[src/rtl/fifo_read_ctrl.sv]
// ---------------------------------------------------------------------------
// fifo_read_ctrl
//
// Read-side pointer and status controller for a single-clock FIFO. Owns the
// read pointer, consumes the write pointer from the write-address counter and
// derives the storage read address and status flags.
//
// Ports
//   clk           clock, all state updates on the rising edge
//   rst           synchronous, active-high reset
//   rd_req        consumer read request
//   w_ptr         write pointer (address bits plus wrap bit)
//   r_ptr         read pointer (address bits plus wrap bit)
//   rd_addr       storage read address
//   rd_en         storage read enable (rd_req & ~empty)
//   cr_max        read address sits on the last slot before wrapping
//   empty         read pointer equals write pointer
//   almost_empty  occupancy at or below ALMOST_EMPTY_LEVEL
//   count         occupancy, 0..MEMORY_DEPTH
//   rd_valid      registered, storage data valid the cycle after a read
//   underflow     registered one-cycle pulse after a read request on empty
// ---------------------------------------------------------------------------
module fifo_read_ctrl #(
    parameter int unsigned MEMORY_DEPTH       = 4,
    parameter int unsigned FIFO_ADDRESS_SIZE  = 2,
    parameter int unsigned ALMOST_EMPTY_LEVEL = 1
) (
    input  logic                         clk,
    input  logic                         rst,
    input  logic                         rd_req,
    input  logic [FIFO_ADDRESS_SIZE:0]   w_ptr,
    output logic [FIFO_ADDRESS_SIZE:0]   r_ptr,
    output logic [FIFO_ADDRESS_SIZE-1:0] rd_addr,
    output logic                         rd_en,
    output logic                         cr_max,
    output logic                         empty,
    output logic                         almost_empty,
    output logic [FIFO_ADDRESS_SIZE:0]   count,
    output logic                         rd_valid,
    output logic                         underflow
);

    localparam int unsigned AW = FIFO_ADDRESS_SIZE;
    localparam int unsigned PW = FIFO_ADDRESS_SIZE + 1;

    localparam logic [PW-1:0] PTR_ONE   = PW'(1);
    localparam logic [AW-1:0] ADDR_LAST = AW'(MEMORY_DEPTH - 1);
    localparam logic [PW-1:0] AE_LEVEL  = PW'(ALMOST_EMPTY_LEVEL);

    logic [PW-1:0] r_ptr_q, r_ptr_d;
    logic          rd_valid_q, rd_valid_d;
    logic          underflow_q, underflow_d;

    logic          empty_w;
    logic          accept;

    // -----------------------------------------------------------------------
    // Status, purely combinational from the two pointers
    // -----------------------------------------------------------------------
    always_comb begin
        empty_w = (r_ptr_q == w_ptr);
        accept  = rd_req & ~empty_w;
    end

    // -----------------------------------------------------------------------
    // Next-state logic
    // -----------------------------------------------------------------------
    always_comb begin
        r_ptr_d     = r_ptr_q;
        rd_valid_d  = accept;
        underflow_d = rd_req & empty_w;
        if (accept) begin
            // Natural wrap of the full-width pointer toggles the wrap bit when
            // the address bits roll over.
            r_ptr_d = r_ptr_q + PTR_ONE;
        end
    end

    always_ff @(posedge clk) begin
        if (rst) begin
            r_ptr_q     <= '0;
            rd_valid_q  <= 1'b0;
            underflow_q <= 1'b0;
        end else begin
            r_ptr_q     <= r_ptr_d;
            rd_valid_q  <= rd_valid_d;
            underflow_q <= underflow_d;
        end
    end

    // -----------------------------------------------------------------------
    // Outputs
    // -----------------------------------------------------------------------
    always_comb begin
        r_ptr        = r_ptr_q;
        rd_addr      = r_ptr_q[AW-1:0];
        rd_en        = accept;
        empty        = empty_w;
        // Modular difference gives MEMORY_DEPTH when full (address bits equal,
        // wrap bits differ) and 0 when empty.
        count        = w_ptr - r_ptr_q;
        almost_empty = (count <= AE_LEVEL);
        cr_max       = (r_ptr_q[AW-1:0] == ADDR_LAST);
        rd_valid     = rd_valid_q;
        underflow    = underflow_q;
    end

endmodule
[config.mk]
export PLATFORM = sky130hd
export DESIGN_NAME = fifo_read_ctrl
export DESIGN_NICKNAME = d
export VERILOG_FILES = /design/src/rtl/fifo_read_ctrl.sv
export SDC_FILE = /design/constraint.sdc
export NUM_CORES = 1
export LEC_CHECK = 0
export ABC_AREA = 1
export BUFFER_PORTS_ARGS = -buffer_cell sky130_fd_sc_hd__buf_2
export CORE_AREA = 5 5 42 44
export CTS_BUF_LIST = sky130_fd_sc_hd__clkbuf_16
export CTS_CLUSTER_DIAMETER = 60
export DETAILED_ROUTE_END_ITERATION = 10
export DIE_AREA = 0 0 47 49
export GPL_TIMING_DRIVEN = 0
export PLACE_DENSITY = 0.61
export SLEW_MARGIN = 25
export SYNTH_ARGS = -nofsm -noshare
export SYNTH_HDL_FRONTEND = slang
export SYNTH_SLANG_ARGS = --single-unit
[constraint.sdc]
create_clock -name clk -period 1.9 [get_ports clk]
set_clock_uncertainty 0.2 [all_clocks]
set_input_delay 0.095 -clock clk [delete_from_list [all_inputs] [get_ports clk]]
set_output_delay 0.095 -clock clk [all_outputs]
set_load 0.02 [all_outputs]
-- Yosys cells after proc, flatten, opt, wreduce, memory -nomap -nowiden
Index checks and enable logic that the tools add are counted.
- $add $sub $neg: 2
- multipliers: 0
- divide/modulo/power cells: 0
- order comparisons: 1
- equality and inequality tests: 2
- shift operators: 0
- mux-type cells: 0
- bitwise logic cells: 3
- reduce and logical (&&, ||, !) cells: 0
- operators with widths (operator ; count):
    3-bit by 1-bit adder with 3-bit output, second input constant ; 1
    3-bit == test ; 1
    3-bit by 1-bit less-or-equal comparator with 1-bit output, second input constant ; 1
    3-bit subtractor ; 1
    1-bit AND ; 2
    2-bit == test, second input constant ; 1
    1-bit NOT ; 1
- register bits: 5
- bits in latches: 0
- memory bits (writable): 0
- bits in read-only memories: 0
- bits of input ports: 6
- output and inout bits: 14
- word-level logic and storage cells: 11
- memories: 0

-- Longest topological paths before layout
Gate-level depths: netlist (run 1).
- depth in word-level cells: 3
- depth in mapped cells: 9
- depth with buffers taken out: 9

-- Least setup slack after synthesis (run 1)
Ideal clock, no wire load.
- path type: register to output
- from: reg r_ptr_q[0], in the netlist r_ptr[0]
- to: out almost_empty
- arrival time: 1599 ps
- required time: 1605 ps
- slack: 6 ps
- cell stages (with the launch flop): 5
- cells stage by stage: dfxtp_1 -> ha_1 -> fa_1 -> xor2_1 -> nor2_1
- word-level cells in the longest chain between the ends: 2
- ends and longest elaborated chain (element ; RTL line ; RTL):
    from (decl) ; 50 ; logic [PW-1:0] r_ptr_q, r_ptr_d;
    from (signal assigned) ; 85 ; r_ptr_q <= r_ptr_d;
    3-bit subtractor ; 101 ; count = w_ptr - r_ptr_q;
    net count[2] ; 38 ; output logic [FIFO_ADDRESS_SIZE:0] count,
    3-bit by 1-bit less-or-equal comparator with 1-bit output ; 102 ; almost_empty = (count <= AE_LEVEL);
    to (decl) ; 37 ; output logic almost_empty,
The timed path passes the listed nets, and every way through them passes these cells.

-- Worst setup path after layout (run 1)
- from: reg r_ptr_q[0], in the netlist r_ptr[0]
- to: out almost_empty
- word-level cells in the longest chain between the ends: 2
- ends and longest elaborated chain (element ; RTL line):
    3-bit subtractor ; 101
    3-bit by 1-bit less-or-equal comparator with 1-bit output ; 102
Every way passes these cells.

==> results.md, run 1 <==
* Crit Path Max Fanout at 5
* Drt drc at 0
* Final WL at just under 800 µm
* Die area at approximately 0.0023 mm²
* Final Setup Violations at 0
* Max-cap violations at 0
* GR Overflow Total at 0
* Post-Place Setup Slack at approximately 0.24 ns
* Combinational family with the most area after synthesis: simple AND/OR/NAND/NOR gates
* Critical path class: register to primary output
* PD cells at around 1100 mW/mm²
* Max H-tree Level at 1
* WL met3 at between 80 and 90 µm
* XOR/XNOR share of the synthesized area at 2.47%
* Clock tree from TritonCTS: built
* Seq cells post-synth at 5
* Vias per cell at 3.96
* Static leakage at between 0.3 and 0.4 nW
* Synth Area in Adders at between 10% and 20%
* Most frequent cells in the layout: buf_2 (18), inv_1 (13), nand2_1 (11), nor2_1 (7)
* Syn Area/Cell at 7.23 µm²
* PortBufs at 19
* Core area at ~0.0014 mm²
* Critical path required time at between 1.5 and 2 ns
* Met2 wire length at 361 µm
* Final hold vios at 0
* Initial DRT Pass Iterations at 2
* # diodes at 0
* Final WS setup at between 0.07 and 0.08 ns
* Post-synthesis mux area share at 0%
* Peak supply drop at 0.557 mV
* Clock sink count at 5
* Slew HR at between 80 and 90%
* Register area share after synthesis at 28.3%
* CP arrival at ~1.5 ns
* Root Driver: clkbuf_16
* Initial Utilization at between 20% and 30%
* Gpl congestion at between 0.6 and 0.7
* Post-Synthesis Cells at 49
* GRT Total Usage at just over 8%
* Worst-path clk slew at 0.03 ns
* CP startpoint kind: register
* # fillers at ~150
* Clock buffer count from CTS at 3
* I/O pin total at 20
* Synth cell types at 15
* Run status: completed
* M1 WL at 326 µm
* Die X at 47 µm
* Fin crit period at ~1.8 ns
* Die Ht at roughly 49 µm
* DR top layer: met4
* Area Overhead vs Synth at 61.8%
* Bufs on Longest Clock Path at 2
* Area after DPL at around 470 µm²
* Mapped Nets at a little under 60
* Initial antenna violation count at 0
* Max Clk Rate at 548 MHz
* Measured slew at the worst slew-check pin at 0.167 ns
* Synth Area in Compound Gates at about 2.5%
* WL/cell at around 8.7 µm
* Post-DP HPWL at between 600 and 700 µm
* Setup repair bufs after CTS at 0
* Worst skew pair latency at 0.23 ns
* Fin area at roughly 570 µm²
* Share of cells above drive strength 1 at a little over two fifths
* Final period utilization at 96.0%
* Routed Antenna Nets at 0
* Final #Nets at 85
* Via Count at ~360
* First-pass GRT wire length at around 1400 µm
* Critical Path Sink Type: primary output
* Simple-gate share of the synthesized area at between 30 and 40%
* Synth warn at 0
* RSZ-0062 raised after global routing: no
* Most common cell after layout, fill and taps aside: buf_2
* Synthesized cell area at 354 µm²
* Worst hold path class: input pin to register
* Slew Limit Fails at 0
* Row count at 14
* Vias in the first global route at between 300 and 400
* Largest net degree at the start of global routing at 7
* Fin Setup TNS at 0 ns
* Initial DRC count at 4
* Post-layout total power at approximately 0.63 mW
sequential cells by signal, summed over array words and instances (netlist names):
| signal | flops |
|---|---|
| underflow | 1 |
| rd_valid | 1 |
| r_ptr | 3 |
cell type report:
cell class | instances | area, µm² | area share [%]
Sequential cell | 5 | 103 | 17.9
Inverter | 13 | 48.8 | 8.52
Tap cell | 16 | 20.0 | 3.49
Timing Repair Buffer | 21 | 118 | 20.5
Clock inverter | 1 | 3.75 | 0.655
Buffer | 2 | 15.0 | 2.62
Clock buffer | 3 | 75.1 | 13.1
Multi-Input combinational cell | 29 | 190 | 33.2
worst paths after layout:
kind             from  slack, ns  cells past startpoint            to
max          r_ptr[0]       0.08                      5  almost_empty
min          w_ptr[2]       0.03                      4     underflow
max reg2reg  r_ptr[1]       0.42                      9      r_ptr[1]
min reg2reg  r_ptr[2]       0.33                      2      r_ptr[2]
power breakdown:
group / leakage [nW] / switching [mW] / total [mW] / internal, mW
Sequential: 0.0417 / 0.00915 / 0.124 / 0.114
Combinational: 0.261 / 0.0946 / 0.156 / 0.0609
Clock: 0.0423 / 0.0734 / 0.346 / 0.273
Total: 0.345 / 0.177 / 0.625 / 0.448
Yosys cell counts:
master,instances,area [µm²]
nand2_4,1,11.3
nand2_1,11,41.3
buf_4,2,15.0
nand3_1,1,5.00
ha_1,3,37.5
xor2_1,1,8.76
fa_1,1,20.0
nand3_4,1,17.5
nand3b_1,1,7.51
inv_1,12,45.0
nand2_2,1,6.26
dfxtp_1,5,100
nor2_1,7,26.3
a21oi_2,1,8.76
inv_2,1,3.75
through the flow:
stage | cells | utilization (%) | hold slack [ns]
floorplan | 49 | - | -0.0426
CTS | 90 | 40.7 | 0.0371
global route | 90 | 40.9 | 0.0568
finish | 90 | 40.9 | 0.0336
global placement | 84 | 33.5 | 0.0706
detailed placement | 84 | 33.5 | 0.0758
kinds of logic after synthesis:
family | Yosys count
XOR/XNOR | 1
flip-flops | 5
buffers and inverters | 15
AO/OA/AOI/OAI | 1
AND/OR/NAND/NOR | 23
adder cells (fa/ha/maj) | 4
metal layers:
metal | up-vias | track usage [%]
met3 | 2 | 3.69
met1 | 150 | 8.77
li1 | 188 | -
met2 | 16 | 13.1
met4 | 0 | 4.15
met5 | - | 0
worst max-delay path, cell delays in order (launching register included):
cell     delay, ns
dfxtp_2       0.33
ha_1          0.19
fa_1          0.38
xor2_1        0.16
nor2_1        0.09
buf_4         0.14
repair_timing:
item	CTS	global route
hold buffers	2	0
resized for setup	1	2
pin swaps	0	1
endpoints found under the hold margin	5	0
setup endpoints to repair	1	4
Note: power is estimated with default switching activity, not from simulation.
==> run 2: changes to the inputs <==
--- a/config.mk
+++ b/config.mk
@@ -14,6 +14,7 @@
 export DIE_AREA = 0 0 47 49
 export GPL_TIMING_DRIVEN = 0
 export PLACE_DENSITY = 0.61
+export RECOVER_POWER = 50
 export SLEW_MARGIN = 25
 export SYNTH_ARGS = -nofsm -noshare
 export SYNTH_HDL_FRONTEND = slang
==> run 2 against run 1 <==
  * Combinational power hardly changed
  * Final cell count unchanged
  * Count of clock-buffer cells in the layout is the same
  * Maximum frequency about the same
  * Non-clock buffer count is the same
  * Sequential power about the same
  * Critical path depth unchanged
  * Sequential share of layout area increased by 0.24 points
  * Wire length increased by 0.13%
  * Utilization down 0.54 points
  * Register-to-register slack is essentially flat
==> results.md, run 2 (synthesized netlist as in run 1, its figures left out) <==
* Row count at 14 (unchanged)
* Gpl congestion at 0.691 (unchanged)
* CP arrival at 1.53 ns (about the same)
* Initial antenna violation count at 0 (unchanged)
* Area after DPL at 469 µm² (unchanged)
* Post-layout total power at 0.623 mW (was 0.625 mW)
* Crit Path Max Fanout at 5 (unchanged)
* PD cells at 1100 mW/mm² (was 1090 mW/mm²)
* Drt drc at 0 (unchanged)
* Initial DRT Pass Iterations at 2 (unchanged)
* Via Count at 357 (was 356)
* Largest register FFs at 3 (unchanged)
* Final WS setup at 0.0749 ns (was 0.0763 ns)
* Worst skew pair latency at 0.23 ns (about the same)
* Worst-path cell chain: ha_1 > fa_1 > xor2_1 > nor2_1 > buf_4 (unchanged)
* GR Overflow Total at 0 (unchanged)
* Post-Place Setup Slack at 0.236 ns (unchanged)
* Critical path required time at 1.60 ns (about the same)
* WL/cell at 8.74 µm (was 8.73 µm)
* First-pass GRT wire length at 1360 µm (unchanged)
* Initial DRC count at 3 (was 4)
* Slew HR at 83.0% (was 88.9%)
* Final #Nets at 85 (unchanged)
* Most frequent cells in the layout: inv_1 (13), buf_2 (12), nand2_1 (11), nor2_1 (7), clkbuf_1 (6) (was buf_2 (18), inv_1 (13), nand2_1 (11), nor2_1 (7))
* Final period utilization at 96.1% (was 96.0%)
* Fin area at 566 µm² (was 573 µm²)
* Worst-path clk slew at 0.03 ns (about the same)
* Final Setup Violations at 0 (unchanged)
* Bufs on Longest Clock Path at 2 (unchanged)
* Die area at 0.00230 mm² (unchanged)
* Slowest stage delay, CP at 0.38 ns (about the same)
* Critical Path Sink Type: primary output (unchanged)
* Crit path max-delay cell type: fa_1 (unchanged)
* Max-cap violations at 0 (unchanged)
* Setup repair bufs after CTS at 0 (unchanged)
* Run status: completed (unchanged)
* Routed Antenna Nets at 0 (unchanged)
* Die X at 47 µm (unchanged)
* Final WL at 787 µm (was 786 µm)
* # diodes at 0 (unchanged)
* Core area at 0.00140 mm² (unchanged)
* Static leakage at 0.321 nW (was 0.345 nW)
* Slew Limit Fails at 0 (unchanged)
* Measured slew at the worst slew-check pin at 0.256 ns (was 0.167 ns)
* I/O pin total at 20 (unchanged)
* Max H-tree Level at 1 (unchanged)
* Area Overhead vs Synth at 59.7% (was 61.8%)
* Share of cells above drive strength 1 at 33.8% (was 41.9%)
* Fin Setup TNS at 0 ns (unchanged)
* Peak supply drop at 0.557 mV (about the same)
* GRT Total Usage at 8.23% (unchanged)
* Clock tree from TritonCTS: built (unchanged)
* Largest net degree at the start of global routing at 7 (unchanged)
* Die Ht at 49 µm (unchanged)
* RSZ-0062 raised after global routing: no (unchanged)
* Clock sink count at 5 (unchanged)
* Critical path class: register to primary output (unchanged)
* Clock buffer count from CTS at 3 (unchanged)
* WP buf/inv at 1 (unchanged)
* Worst hold path class: input pin to register (unchanged)
* Max Clk Rate at 548 MHz (about the same)
* Vias in the first global route at 355 (unchanged)
* Final hold vios at 0 (unchanged)
* Post-DP HPWL at 624 µm (unchanged)
* Root Driver: clkbuf_16 (unchanged)
* Most common cell after layout, fill and taps aside: inv_1 (was buf_2)
* Vias per cell at 3.97 (was 3.96)
* CP startpoint kind: register (unchanged)
* Fin crit period at 1.83 ns (was 1.82 ns)
* CP top delay family: adder cells (unchanged)
* PortBufs at 19 (unchanged)
* Initial Utilization at 25.3% (unchanged)
* # fillers at 159 (was 154)
run 2: changes by cell type in the layout (fill, tap and decap cells not counted), sizes merged:
cell / before / now
buf: 21 / 15
clkbuf: 3 / 9
run 2: area by class of cell:
class	instances	area, µm²	area share [%]
sequential	5	103	18.1
buffer	2	15.0	2.65
multi-input combinational	29	190	33.6
timing repair buffer	21	110	19.5
inverter	13	48.8	8.63
clock inverter	1	3.75	0.664
clock buffer	3	75.1	13.3
tap	16	20.0	3.54
run 2: metal layers:
metal	global-route usage [%]	vias to the layer above	part of all wire, %
met3	3.69	2	11
met4	4.15	0	1.9
met5	0	-	0
met1	8.77	151	40
met2	13.1	16	46
li1	-	188	-
run 2: report_power, final:
group	internal [mW]	switching [mW]	total (mW)
clock	0.273	0.0731	0.346
combinational	0.0586	0.0946	0.153
sequential	0.114	0.00944	0.124
run 2: stage by stage:
stage                     utilization [%]  hold WS, ns  cells
after floorplan                         -      -0.0426     49
after global placement               33.5       0.0706     84
after detailed placement             33.5       0.0758     84
after CTS                            40.7       0.0371     90
after global routing                 40.4       0.0568     90
final                                40.4       0.0339     90
run 2: final timing paths:
| path | start | cells past startpoint | endpoint | slack, ns |
|---|---|---|---|---|
| max | r_ptr[0] | 5 | almost_empty | 0.07 |
| min | w_ptr[2] | 4 | underflow | 0.03 |
| max reg2reg | r_ptr[1] | 9 | r_ptr[1] | 0.42 |
| min reg2reg | r_ptr[2] | 2 | r_ptr[2] | 0.33 |
run 2: what timing repair did:
action                                 CTS  global route
setup endpoints to repair                1             4
pin swaps                                0             1
endpoints found under the hold margin    5             0
gates resized for setup                  1             2
hold buffers                             2             0
run 2: tightest hold or removal path, delay by kind of cell:
family / cells / cell delay (ns)
buffers and inverters: 1 / 0.09
and+or+nand+nor: 3 / 0.22
